[src/rtl/seg7_pkg.sv]
// Shared constants, FSM state type and BCD-to-segment encoder for the display engine.
// Segment patterns are internal active-low, bit0 = a .. bit6 = g.
package seg7_pkg;

   localparam logic [6:0] SEG_BLANK = 7'b1111111;
   localparam logic [6:0] SEG_DASH  = 7'b0111111;

   typedef enum logic [1:0] {
      ST_IDLE,
      ST_LOAD,
      ST_SHIFT,
      ST_COMMIT
   } state_t;

   function automatic logic [6:0] seg7_encode(input logic [3:0] bcd);
      case (bcd)
         4'd0:    seg7_encode = 7'b1000000;
         4'd1:    seg7_encode = 7'b1111001;
         4'd2:    seg7_encode = 7'b0100100;
         4'd3:    seg7_encode = 7'b0110000;
         4'd4:    seg7_encode = 7'b0011001;
         4'd5:    seg7_encode = 7'b0010010;
         4'd6:    seg7_encode = 7'b0000010;
         4'd7:    seg7_encode = 7'b1111000;
         4'd8:    seg7_encode = 7'b0000000;
         4'd9:    seg7_encode = 7'b0010000;
         default: seg7_encode = SEG_BLANK;
      endcase
   endfunction

   function automatic longint unsigned pow10(input int n);
      pow10 = 1;
      for (int i = 0; i < n; i++) pow10 = pow10 * 10;
   endfunction

endpackage

[src/rtl/seg7_scan_driver_bin2bcd.sv]
// Sequential double-dabble: one add-3-then-shift step per clock, FIELD_W steps per conversion.
// Carries one spare BCD digit internally; only the low DIGITS digits are presented.
module bin2bcd_seq #(
   parameter int FIELD_W = 7,
   parameter int DIGITS  = 2
) (
   input  logic                  clk,
   input  logic                  reset,
   input  logic                  start,
   input  logic [FIELD_W-1:0]    value,
   output logic                  busy,
   output logic                  done,
   output logic [4*DIGITS-1:0]   bcd
);

   localparam int NDIG  = DIGITS + 1;
   localparam int CNT_W = $clog2(FIELD_W + 1);

   logic [FIELD_W-1:0]         bin_q;
   logic [4*NDIG-1:0]          bcd_q;
   logic [4*NDIG-1:0]          bcd_adj;
   logic [4*NDIG+FIELD_W-1:0]  shifted;
   logic [CNT_W-1:0]           cnt_q;

   // NOTE: combinational outputs get a full default before any conditional update, so no latch is inferred.
   always_comb begin
      bcd_adj = bcd_q;
      for (int d = 0; d < NDIG; d++) begin
         if (bcd_q[4*d +: 4] >= 4'd5) bcd_adj[4*d +: 4] = bcd_q[4*d +: 4] + 4'd3;
      end
      shifted = {bcd_adj, bin_q} << 1;
   end

   // NOTE: sequential state uses non-blocking assignments so every flop samples pre-edge values.
   always_ff @(posedge clk or negedge reset) begin
      if (!reset) begin
         bin_q <= '0;
         bcd_q <= '0;
         cnt_q <= '0;
      end else if (start) begin
         bin_q <= value;
         bcd_q <= '0;
         cnt_q <= CNT_W'(FIELD_W);
      end else if (cnt_q != '0) begin
         {bcd_q, bin_q} <= shifted;
         cnt_q          <= cnt_q - 1'b1;
      end
   end

   assign busy = (cnt_q != '0);
   assign done = (cnt_q == CNT_W'(1));
   assign bcd  = bcd_q[4*DIGITS-1:0];

endmodule

[src/rtl/seg7_scan_driver.sv]
// Multi-field seven-segment engine: converts all fields, commits them at once, then drives
// static per-digit patterns plus a time-multiplexed scan bus with blanking, blink and overflow dashes.
module seg7_scan_driver #(
   parameter int NUM_FIELDS  = 4,
   parameter int FIELD_W     = 7,
   parameter int DIGITS      = 2,
   parameter int REFRESH_DIV = 50000,
   parameter int BLINK_DIV   = 25000000,
   parameter bit ACTIVE_LOW  = 1'b1
) (
   input  logic                             clk,
   input  logic                             reset,
   input  logic                             upd_valid,
   output logic                             upd_ready,
   input  logic [NUM_FIELDS*FIELD_W-1:0]    field_value,
   input  logic [NUM_FIELDS-1:0]            lz_blank_en,
   input  logic [NUM_FIELDS-1:0]            blink_en,
   output logic [NUM_FIELDS*DIGITS*7-1:0]   seg_static,
   output logic [6:0]                       seg_scan,
   output logic [NUM_FIELDS*DIGITS-1:0]     an_scan,
   output logic [NUM_FIELDS-1:0]            overflow
);

   import seg7_pkg::*;

   localparam int TOT_DIG = NUM_FIELDS * DIGITS;
   localparam int IDX_W   = (NUM_FIELDS > 1) ? $clog2(NUM_FIELDS) : 1;
   localparam int SCAN_W  = (TOT_DIG > 1) ? $clog2(TOT_DIG) : 1;
   localparam int REF_W   = $clog2(REFRESH_DIV + 1);
   localparam int BLK_W   = $clog2(BLINK_DIV + 1);
   localparam longint unsigned LIMIT = pow10(DIGITS);

   state_t state_q, state_d;
   logic   conv_start, conv_busy, conv_done, commit, capture;

   logic [IDX_W-1:0]                        field_q;
   logic [NUM_FIELDS*FIELD_W-1:0]           cap_q;
   logic [FIELD_W-1:0]                      cur_value;
   logic [4*DIGITS-1:0]                     conv_bcd;
   logic [NUM_FIELDS-1:0][DIGITS-1:0][3:0]  stage_q, stage_merged, bank_q;
   logic [NUM_FIELDS-1:0]                   ovf_stage_q, ovf_q;

   logic [TOT_DIG-1:0][6:0]  pat;
   logic [6:0]               p;
   logic                     upper_zero;

   logic [REF_W-1:0]   ref_q;
   logic [SCAN_W-1:0]  idx_q, idx_d;
   logic               ref_wrap;
   logic [TOT_DIG-1:0] an_q;
   logic [6:0]         scan_q;
   logic [BLK_W-1:0]   blk_q;
   logic               blk_wrap, blink_phase_q;

   always_ff @(posedge clk or negedge reset) begin
      if (!reset) state_q <= ST_IDLE;
      else        state_q <= state_d;
   end

   always_comb begin
      state_d = state_q;
      case (state_q)
         ST_IDLE:   if (upd_valid) state_d = ST_LOAD;
         ST_LOAD:   state_d = ST_SHIFT;
         ST_SHIFT:  if (conv_done)
                       state_d = (field_q == IDX_W'(NUM_FIELDS-1)) ? ST_COMMIT : ST_LOAD;
         ST_COMMIT: state_d = ST_IDLE;
         default:   state_d = ST_IDLE;
      endcase
   end

   always_comb begin
      upd_ready  = (state_q == ST_IDLE);
      capture    = upd_ready && upd_valid;
      conv_start = (state_q == ST_LOAD) && !conv_busy;
      commit     = (state_q == ST_COMMIT);
   end

   assign cur_value = cap_q[field_q*FIELD_W +: FIELD_W];

   bin2bcd_seq #(
      .FIELD_W (FIELD_W),
      .DIGITS  (DIGITS)
   ) u_bin2bcd (
      .clk   (clk),
      .reset (reset),
      .start (conv_start),
      .value (cur_value),
      .busy  (conv_busy),
      .done  (conv_done),
      .bcd   (conv_bcd)
   );

   // The converter result of the field just finished is valid during the following LOAD or COMMIT.
   always_comb begin
      stage_merged = stage_q;
      if (state_q == ST_COMMIT)
         stage_merged[field_q] = conv_bcd;
      else if (state_q == ST_LOAD && field_q != '0)
         stage_merged[field_q - 1'b1] = conv_bcd;
   end

   // NOTE: the digit bank is a small set of flops, not a RAM, so it takes the async reset like other state.
   always_ff @(posedge clk or negedge reset) begin
      if (!reset) begin
         cap_q       <= '0;
         field_q     <= '0;
         stage_q     <= '0;
         ovf_stage_q <= '0;
         bank_q      <= '0;
         ovf_q       <= '0;
      end else begin
         if (capture) begin
            cap_q   <= field_value;
            field_q <= '0;
         end else if (state_q == ST_SHIFT && conv_done && field_q != IDX_W'(NUM_FIELDS-1)) begin
            field_q <= field_q + 1'b1;
         end
         if (conv_start) ovf_stage_q[field_q] <= (64'(cur_value) >= LIMIT);
         stage_q <= stage_merged;
         if (commit) begin
            bank_q <= stage_merged;
            ovf_q  <= ovf_stage_q;
         end
      end
   end

   always_comb begin
      pat        = '0;
      p          = SEG_BLANK;
      upper_zero = 1'b1;
      for (int k = 0; k < NUM_FIELDS; k++) begin
         upper_zero = 1'b1;
         for (int j = DIGITS - 1; j >= 0; j--) begin
            upper_zero = upper_zero && (bank_q[k][j] == 4'd0);
            p = seg7_encode(bank_q[k][j]);
            if (ovf_q[k])                                   p = SEG_DASH;
            else if (lz_blank_en[k] && j != 0 && upper_zero) p = SEG_BLANK;
            if (blink_en[k] && blink_phase_q)                p = SEG_BLANK;
            pat[k*DIGITS + j] = p;
         end
      end
   end

   always_comb begin
      ref_wrap = (ref_q == REF_W'(REFRESH_DIV - 1));
      blk_wrap = (blk_q == BLK_W'(BLINK_DIV - 1));
      idx_d    = idx_q;
      if (ref_wrap) idx_d = (idx_q == SCAN_W'(TOT_DIG - 1)) ? '0 : idx_q + 1'b1;
   end

   // Scan outputs load from the next index so they move on the same edge as the index itself.
   always_ff @(posedge clk or negedge reset) begin
      if (!reset) begin
         ref_q         <= '0;
         idx_q         <= '0;
         an_q          <= TOT_DIG'(1);
         scan_q        <= SEG_BLANK;
         blk_q         <= '0;
         blink_phase_q <= 1'b0;
      end else begin
         ref_q  <= ref_wrap ? '0 : ref_q + 1'b1;
         idx_q  <= idx_d;
         an_q   <= TOT_DIG'(1) << idx_d;
         scan_q <= pat[idx_d];
         blk_q  <= blk_wrap ? '0 : blk_q + 1'b1;
         if (blk_wrap) blink_phase_q <= ~blink_phase_q;
      end
   end

   assign seg_static = ACTIVE_LOW ? pat    : ~pat;
   assign seg_scan   = ACTIVE_LOW ? scan_q : ~scan_q;
   assign an_scan    = ACTIVE_LOW ? ~an_q  : an_q;
   assign overflow   = ovf_q;

endmodule

[config.mk]
export PLATFORM = sky130hd
export DESIGN_NAME = seg7_scan_driver
export DESIGN_NICKNAME = d
export VERILOG_FILES = /design/src/rtl/seg7_pkg.sv /design/src/rtl/seg7_scan_driver_bin2bcd.sv /design/src/rtl/seg7_scan_driver.sv
export SDC_FILE = /design/constraint.sdc
export NUM_CORES = 1
export LEC_CHECK = 0
export CORE_UTILIZATION = 45
export CTS_CLUSTER_DIAMETER = 150
export DETAILED_ROUTE_END_ITERATION = 6
export PLACE_DENSITY_LB_ADDON = 0.1
export RECOVER_POWER = 100
export SYNTH_ARGS = -nofsm -noshare
export SYNTH_HDL_FRONTEND = slang
export SYNTH_HIERARCHICAL = 1
export SYNTH_SLANG_ARGS = --single-unit
[constraint.sdc]
create_clock -name clk -period 4.6 [get_ports clk]
set_clock_uncertainty 0.15 [all_clocks]
set_input_delay 1.38 -clock clk [delete_from_list [all_inputs] [get_ports clk]]
set_output_delay 1.38 -clock clk [all_outputs]
set_load 0.005 [all_outputs]
Word level (Yosys, flattened, before mapping):

Memory sizes are Yosys's and may differ from the RTL's.
Index checks and enable logic that the tools add are counted.

* flip-flop bits (word level): 186
* memory bits (read-only): 896
* input bits: 39
* output and inout bits: 76
* word-level logic and storage cells: 150
* memories: 8

Memories
* (no name shown): words 16, bits a word 7, read ports 1, clocked after Yosys merged registers in 0, wr ports 0, line seg7_pkg.sv:16 `case (bcd)`
* (no name shown): words 16, bits a word 7, read ports 1, clocked after Yosys merged registers in 0, wr ports 0, line seg7_pkg.sv:16
* (no name shown): words 16, bits a word 7, read ports 1, clocked after Yosys merged registers in 0, wr ports 0, line seg7_pkg.sv:16
* (no name shown): words 16, bits a word 7, read ports 1, clocked after Yosys merged registers in 0, wr ports 0, line seg7_pkg.sv:16
* (no name shown): words 16, bits a word 7, read ports 1, clocked after Yosys merged registers in 0, wr ports 0, line seg7_pkg.sv:16
* (no name shown): words 16, bits a word 7, read ports 1, clocked after Yosys merged registers in 0, wr ports 0, line seg7_pkg.sv:16
* +2 memories

* add/sub/neg operators: 9
* multiply operators: 1
* magnitude comparators: 9
* equality and inequality tests: 11
* shift operators: 2
* multiplexer cells: 52
* bitwise operators: 2
* reduce and logical (&&, ||, !) cells: 26

Operators with widths (count)
* $mux 7: 23
* $bwmux 32: 2
* $mux 32: 2
* $demux 8 s2: 2
* $shiftx 28x6->7: 1
* $add 25x1->25 const B: 1
* $eq 25x25->1 const B: 1
* $mux 25: 1
* $mux 12: 2
* $bmux 7 s3: 1
* $add 16x1->16 const B: 1
* $eq 16x16->1 const B: 1
* $logic_not 4->1: 4
* $mux 16: 1
* $mux 8: 2
* $logic_and 1x1->1: 15
* $mux 3: 5
* $ge 4x3->1 const B: 3
* $mux 2: 5
* $add 4x2->4 const B: 2
* $mux 4: 2
* $not 8->8: 1
* $pmux 2 s4: 1
* $shl 1x3->8 const A: 1
* other kinds (24): 32

Longest topological paths before layout:

Gate-level depths: netlist of run 1.

* word-level depth: 8
* depth in mapped cells: 11
* depth with buffers taken out: 8

Hierarchy:

Netlist of run 1, hierarchy kept.

Modules (own cells, without submodules)
* seg7_scan_driver: instances 1, cells each 920, area an instance 9355.2 µm², seq. area each 4113.9 µm²
* bin2bcd_seq: instances 1, cells each 111, area an instance 1061.0 µm², seq. area each 450.4 µm²

Worst setup path before layout of run 1:

No wires, ideal clock.

* path type: in2out
* start point: input port lz_blank_en[1]
* end point: output port seg_static[22]
* arrival time: 2181 ps
* data required time: 3070 ps
* setup slack: 889 ps
* cell stages on the path: 4
* path buffers: 0
* cell sequence: nand2_1 > o311ai_0 > a21oi_1 > inv_1

* cells in the longest elaborated chain, start to end: 4

RTL lines
* from (decl): line seg7_scan_driver.sv:16 `input logic [NUM_FIELDS-1:0] lz_blank_en,`
* $logic_and 1x1->1: line seg7_scan_driver.sv:138 `else if (lz_blank_en[k] && j != 0 && upper_zero) p = SEG_BLANK;`
* $mux 7: line seg7_scan_driver.sv:138
* $mux 7: line seg7_scan_driver.sv:137 `if (ovf_q[k]) p = SEG_DASH;`
* $mux 7: line seg7_scan_driver.sv:139 `if (blink_en[k] && blink_phase_q) p = SEG_BLANK;`
* to (decl): line seg7_scan_driver.sv:18 `output logic [NUM_FIELDS*DIGITS*7-1:0] seg_static,`

Every way passes these cells.

Worst setup path after layout of run 1:

* start point: input port lz_blank_en[3]
* end point: output port seg_static[52]

The elaborated chain is that of the path after synthesis.

==> results.json, run 1 <==
{
  "grt_max_degree": 83,
  "path_clk_slew_ns": 0.06,
  "nFillCells": 2045,
  "die_area_um2": 23800,
  "mostFrequentLayoutCells": "174 x dfrtp_1, 97 x nor2_1, 90 x clkdlybuf4s50_1",
  "fmax_mhz": 218,
  "mostFrequentLayoutCell": "dfrtp_1",
  "r2r_setup_slack_ns": 0.69,
  "async_reset_ff_share_pct": 100,
  "viasPerCell": 5.34,
  "die_x_um": 154,
  "hold_path_class": "reg2reg",
  "r2r_cells": 8,
  "finalSetupTns_ns": 0,
  "p_leak_nw": 5.59,
  "tritoncts": "yes",
  "nNetsFinal": 1244,
  "ir_drop_mv": 0.327,
  "rsz0062_at_grt": "yes",
  "grt_pass1_wl_mm": 39.1,
  "p_per_area_nw_per_um2": 684,
  "hold_buffers": 0,
  "end_kind": "output port",
  "syn_avg_cell_area_um2": 10.1,
  "post_drt_wl_per_cell_um": 16.4,
  "syn-num-nets": 1126,
  "io_pins": 115,
  "status": "finished with violations",
  "ys_seq_elements": 182,
  "ant_nets": 0,
  "grt-ovfl-total": 0,
  "cts_root_buffer": "clkbuf_16",
  "drtIter0Drc": 363,
  "setup_violations": 0,
  "portBuffers": 114,
  "clock_sinks": 182,
  "syn_to_final_growth_pct": 20.2,
  "multiInputGateArea_um2": 5390,
  "drive_gt1_share_pct": 14.5,
  "htreeDepth": 4,
  "clock_latency_ns": 0.42,
  "synth_edf_count": 0,
  "relSlewSlack_pct": -36.7,
  "hold_violations": 0,
  "violations": "capacitance limit, slew limit",
  "hold_start": "blk_q[4]",
  "clk_path_buf_depth": 2,
  "vias": 7726,
  "coreArea_um2": 22600,
  "placementRows": 55,
  "dp_cells": 1414,
  "required_ns": 3.07,
  "yosys_warnings": 6,
  "drv_cap": 2,
  "worstHoldEndpoint": "blk_q[4]",
  "antenna_cells": 0,
  "cp.arrival_ns": 3.05,
  "fin_crit_sh_pct": 99.5,
  "worstSetupStartpointType": "input port",
  "postSynthCellCount": 1031,
  "final_cells": 1447,
  "die_y_um": 154,
  "start_util_pct": 46.0,
  "yosysSeqAreaShare_pct": 43.8,
  "antenna_found_initial": 0,
  "seqCellArea_um2": 4560,
  "gp_congestion": 0.904,
  "synthFlopType": "dfrtp_1",
  "tightest_slew_ns": 2.05,
  "final_area_um2": 12500,
  "cts_buffers": 17,
  "cp_max_fo": 5,
  "drc_errors": 0,
  "r2r-end": "seg_scan[0]",
  "grt_usage_pct": 20.9,
  "first_pass_iters": 5,
  "crit_type": "in2out",
  "finalMaxSlewViolations": 99,
  "min_path_cells": 1,
  "placed_area_um2": 11900,
  "dpl.hpwl_mm": 17.3,
  "grt_pass1_vias": 7436,
  "wl_mm": 23.7,
  "syn-cell-area_um2": 10400,
  "final.min_clock_period_ns": 4.58,
  "regToRegStartpoint": "ref_q[0]",
  "synth_cell_types": 74
}
final cells by class:
type	instances	share of cell area [%]
clock buffer	18	3.51
clock inverter	14	1.37
inverter	61	1.85
multi-input combinational	739	43.0
sequential	182	36.5
tap	285	2.85
timing repair buffer	148	10.9
power by group:
group          internal, mW  switching, mW
combinational          2.36           1.93
sequential             2.10          0.657
clock                 0.875          0.645
total                  5.33           3.23
layer usage:
| metal | GRT usage, % | routed length (um) | vias up |
|---|---|---|---|
| li1 | - | - | 3820 |
| met1 | 29.5 | 11500 | 3708 |
| met2 | 32.9 | 10900 | 173 |
| met3 | 3.16 | 939 | 25 |
| met4 | 6.57 | 391 | 0 |
| met5 | 0 | 0 | - |
critical path, stage by stage:
cell and delay, ns:
clkdlybuf4s50_1 0.48, nand3b_1 0.12, a21oi_1 0.08, nand2b_2 0.24
or2_2 0.30, clkdlybuf4s50_1 0.44
cell usage after synthesis, drive strengths merged, types with 3 or more instances:
library cell  instances  share of area, %
a211oi                5              0.36
a21boi                3              0.22
a21oi                71               3.5
a22o                  7              0.59
a31oi                 4              0.24
and2                  8              0.48
and2b                 3              0.22
and3                  9              0.54
and4                  4              0.34
buf                  17               1.2
clkbuf               32               1.2
dfrtp               174                42
dfstp                 8               2.0
ha                   56               6.7
inv                  61               2.2
mux2                 80               8.7
mux2i                47               4.6
mux4                  7               1.5
nand2                79               2.8
nand2b               23               1.4
nand3                23               1.1
nor2                 97               3.5
nor2b                20               1.2
nor3                  6              0.29
nor4b                 3              0.25
o2111ai               4              0.34
o211ai               14               1.0
o21a                  7              0.50
o21ai                54               2.6
o21bai                3              0.22
o221ai                3              0.25
o31ai                 7              0.50
o32ai                 4              0.41
or2                   5              0.30
or3                  12              0.72
xnor2                18               1.5
xor2                 21               1.8
how the worst max path moves through the flow:
stage,cells past startpoint,to,start,slack [ns]
after global routing,6,seg_static[52],lz_blank_en[3],-0.06
after detailed placement,6,seg_static[55],lz_blank_en[3],-0.09
after global placement,5,seg_static[49],blink_en[3],-0.03
after floorplan,4,seg_static[22],lz_blank_en[1],0.89
final,6,seg_static[52],lz_blank_en[3],0.02
after CTS,6,seg_static[55],lz_blank_en[3],-0.008
kinds of logic after synthesis:
| group | after synthesis | synth area share, % |
|---|---|---|
| xor+xnor | 39 | 3.28 |
| buf+inv | 110 | 4.59 |
| fa+ha+maj | 56 | 6.73 |
| mux | 134 | 14.8 |
| simple gates | 303 | 14.2 |
| compound gates | 207 | 12.6 |
| flops | 182 | 43.8 |
stage by stage:
step / utilization [%] / hold WS, ns / power [mW] / worst slack, ns
6_report: 55.3 / 0.322 / 8.56 / 0.0225
2_1_floorplan: - / 0.289 / 5.06 / 0.889
3_3_place_gp: 52.7 / 0.311 / 7.02 / -0.0335
3_5_place_dp: 52.7 / 0.315 / 7.07 / -0.0948
5_1_grt: 55.3 / 0.363 / 9.23 / -0.0599
4_1_cts: 55.5 / 0.328 / 8.63 / -0.00792
flip-flops by register name, indices dropped and copies added (netlist names), 3 cells and up:
name / flops
an_q: 8
bank_q: 32
blk_q: 25
cap_q: 28
idx_q: 3
overflow: 4
ovf_stage_q: 4
ref_q: 16
seg_scan: 7
stage_q: 32
u_bin2bcd/bcd_q: 8
u_bin2bcd/bin_q: 7
u_bin2bcd/cnt_q: 3
what timing repair did:
item / CTS / global route
setup buffers: 0 / 1
setup endpoints to repair: 5 / 17
gates resized for setup: 4 / 14
pin swaps: 0 / 2
Note: power is estimated with default switching activity, not from simulation.
==> run 2: changes to the inputs <==
--- a/config.mk
+++ b/config.mk
@@ -6,8 +6,10 @@
 export NUM_CORES = 1
 export LEC_CHECK = 0
 export CORE_UTILIZATION = 45
+export CTS_BUF_LIST = sky130_fd_sc_hd__clkbuf_16
 export CTS_CLUSTER_DIAMETER = 150
 export DETAILED_ROUTE_END_ITERATION = 6
+export GPL_TIMING_DRIVEN = 0
 export PLACE_DENSITY_LB_ADDON = 0.1
 export RECOVER_POWER = 100
 export SYNTH_ARGS = -nofsm -noshare
==> results.json, run 2 (synthesis gave the netlist of run 1 again) <==
{
  "critPathMaxStageDelay_ns": 0.50,
  "mostFrequentLayoutCells": "174 x dfrtp_1, 97 x nor2_1, 78 x nand2_1",
  "critPathBufInv": 2,
  "fmax_mhz": 220,
  "clk_path_buf_depth": 2,
  "end_kind": "output port",
  "mostFrequentLayoutCell": "dfrtp_1",
  "clock_sinks": 182,
  "hold_violations": 0,
  "path_clk_slew_ns": 0.07,
  "post-route-util_pct": 55.8,
  "start_util_pct": 46.0,
  "final.min_clock_period_ns": 4.55,
  "worstSetupStartpointType": "input port",
  "ir_drop_mv": 0.267,
  "p_per_area_nw_per_um2": 679,
  "cts_root_buffer": "clkbuf_16",
  "drv_cap": 1,
  "htreeDepth": 4,
  "multiInputGateArea_um2": 5470,
  "relSlewSlack_pct": -27.4,
  "seqCellArea_um2": 4560,
  "first_pass_iters": 4,
  "dr_wl_met3_um": 976,
  "setup_violations": 0,
  "intPower_mw": 5.26,
  "viasPerCell": 5.33,
  "post_drt_wl_per_cell_um": 16.4,
  "wl_met1_mm": 11.4,
  "largestRegisters": "bank_q x32, stage_q x32, cap_q x28",
  "nFillCells": 2024,
  "cp.arrival_ns": 3.02,
  "violations": "capacitance limit, slew limit",
  "drtIter0Drc": 337,
  "grt_usage_pct": 21.5,
  "grt_pass1_wl_mm": 40.3,
  "met2_wirelength_mm": 11.3,
  "tightest_slew_ns": 1.91,
  "vias": 7814,
  "die_x_um": 154,
  "dpl.hpwl_mm": 18.0,
  "detailedPlace.worstSlack_ns": -0.399,
  "p_sw_mw": 3.33,
  "coreArea_um2": 22600,
  "crit_path_top_delay_cell": "clkdlybuf4s50_1",
  "worstPathCellList": "clkdlybuf4s50_1 -> a21oi_4 -> and2_1 -> o21ai_0 -> clkdlybuf4s50_1",
  "wl_mm": 24.1,
  "placementRows": 55,
  "cts_buffers": 17,
  "crit_type": "in2out",
  "ant_nets": 0,
  "portBuffers": 114,
  "combPwrFrac_pct": 52.8,
  "antenna_found_initial": 0,
  "swShare_pct": 38.8,
  "finalMaxSlewViolations": 75,
  "grt-ovfl-total": 0,
  "maxUsedRoutingLayer": "met4",
  "gp_congestion": 0.891,
  "cp_max_fo": 5,
  "p_leak_nw": 5.61,
  "critPathTopFamily": "buffers and inverters",
  "die_area_um2": 23800,
  "hold_path_class": "reg2reg",
  "finalSetupTns_ns": 0,
  "finalPower_mw": 8.59,
  "clock_latency_ns": 0.43,
  "tritoncts": "yes",
  "die_y_um": 154,
  "syn_to_final_growth_pct": 21.4,
  "grt_max_degree": 109,
  "drc_errors": 0,
  "hold_buffers": 0,
  "required_ns": 3.07,
  "p_seq_share_pct": 29.5,
  "nNetsFinal": 1264,
  "antenna_cells": 0,
  "crit_top_cell": "clkdlybuf4s50_1",
  "clock_power_share_pct": 17.7,
  "status": "finished with violations",
  "grt_pass1_vias": 7677,
  "drive_gt1_share_pct": 13.7,
  "finalWorstSetupSlack_ns": 0.0528,
  "io_pins": 115,
  "fin_crit_sh_pct": 98.9,
  "rsz0062_at_grt": "yes"
}
run 2: changes by cell type in the layout (fill, tap and decap cells not counted), sizes merged:
| cell | delta |
|---|---|
| inv | +1 |
| dlygate4sd3 | +15 |
| buf | -14 |
| clkbuf | +33 |
| clkdlybuf4s50 | -15 |
run 2: worst paths after layout:
kind / cells past startpoint / startpoint / slack, ns / end
worst min register to register: 1 / blk_q[4] / 0.32 / blk_q[4]
worst min-delay path: 1 / blk_q[4] / 0.32 / blk_q[4]
worst max register to register: 8 / ref_q[5] / 0.93 / seg_scan[0]
min in group asynchronous: 1 / reset / 1.32 / ref_q[12]
worst max-delay path: 5 / blink_en[3] / 0.05 / seg_static[45]
max in group asynchronous: 2 / reset / 1.64 / stage_q[7]
run 2: area by class of cell:
cell class,instances,share of cell area (%)
plain buffers,49,1.68
well taps,285,2.82
multi-input cells,739,43.3
repair buffers,119,9.52
inverters,61,1.83
flip-flops and latches,182,36.1
clock inverters,15,1.40
clock buffers,17,3.37
run 2: power by group through the flow:
stage,Sequential [mW],Combinational (mW),Clock (mW)
after global routing,2.62,5.02,1.62
after global placement,2.55,4.40,0
after detailed placement,2.56,4.45,0
after floorplan,2.41,2.65,0
final,2.53,4.53,1.52
after CTS,2.54,4.55,1.56
run 2: stage by stage:
stage	instances	instance area, um2	hold WS (ns)
after floorplan	1031	10400	0.289
after global placement	1430	11900	0.309
after detailed placement	1431	11900	0.315
after CTS	1466	12600	0.329
after global routing	1467	12600	0.356
final	1467	12600	0.321
run 2: what timing repair did:
item                       CTS  global route
pin swaps                    0             2
gates resized for setup     13            29
buffers inserted             3             1
setup endpoints to repair   26            34
run 2: worst register-to-register path: cells and delay by family (launching register included):
kind	cells	cell delay, ns
simple gates	2	0.68
mux	1	0.79
compound gates	2	0.48
flops	1	0.43
buf+inv	3	1.03
run 2: routing by layer:
layer,track usage (%),up-vias
met5,0,-
met4,6.90,0
met3,4.28,27
met2,35.2,192
met1,28.6,3730
li1,-,3865
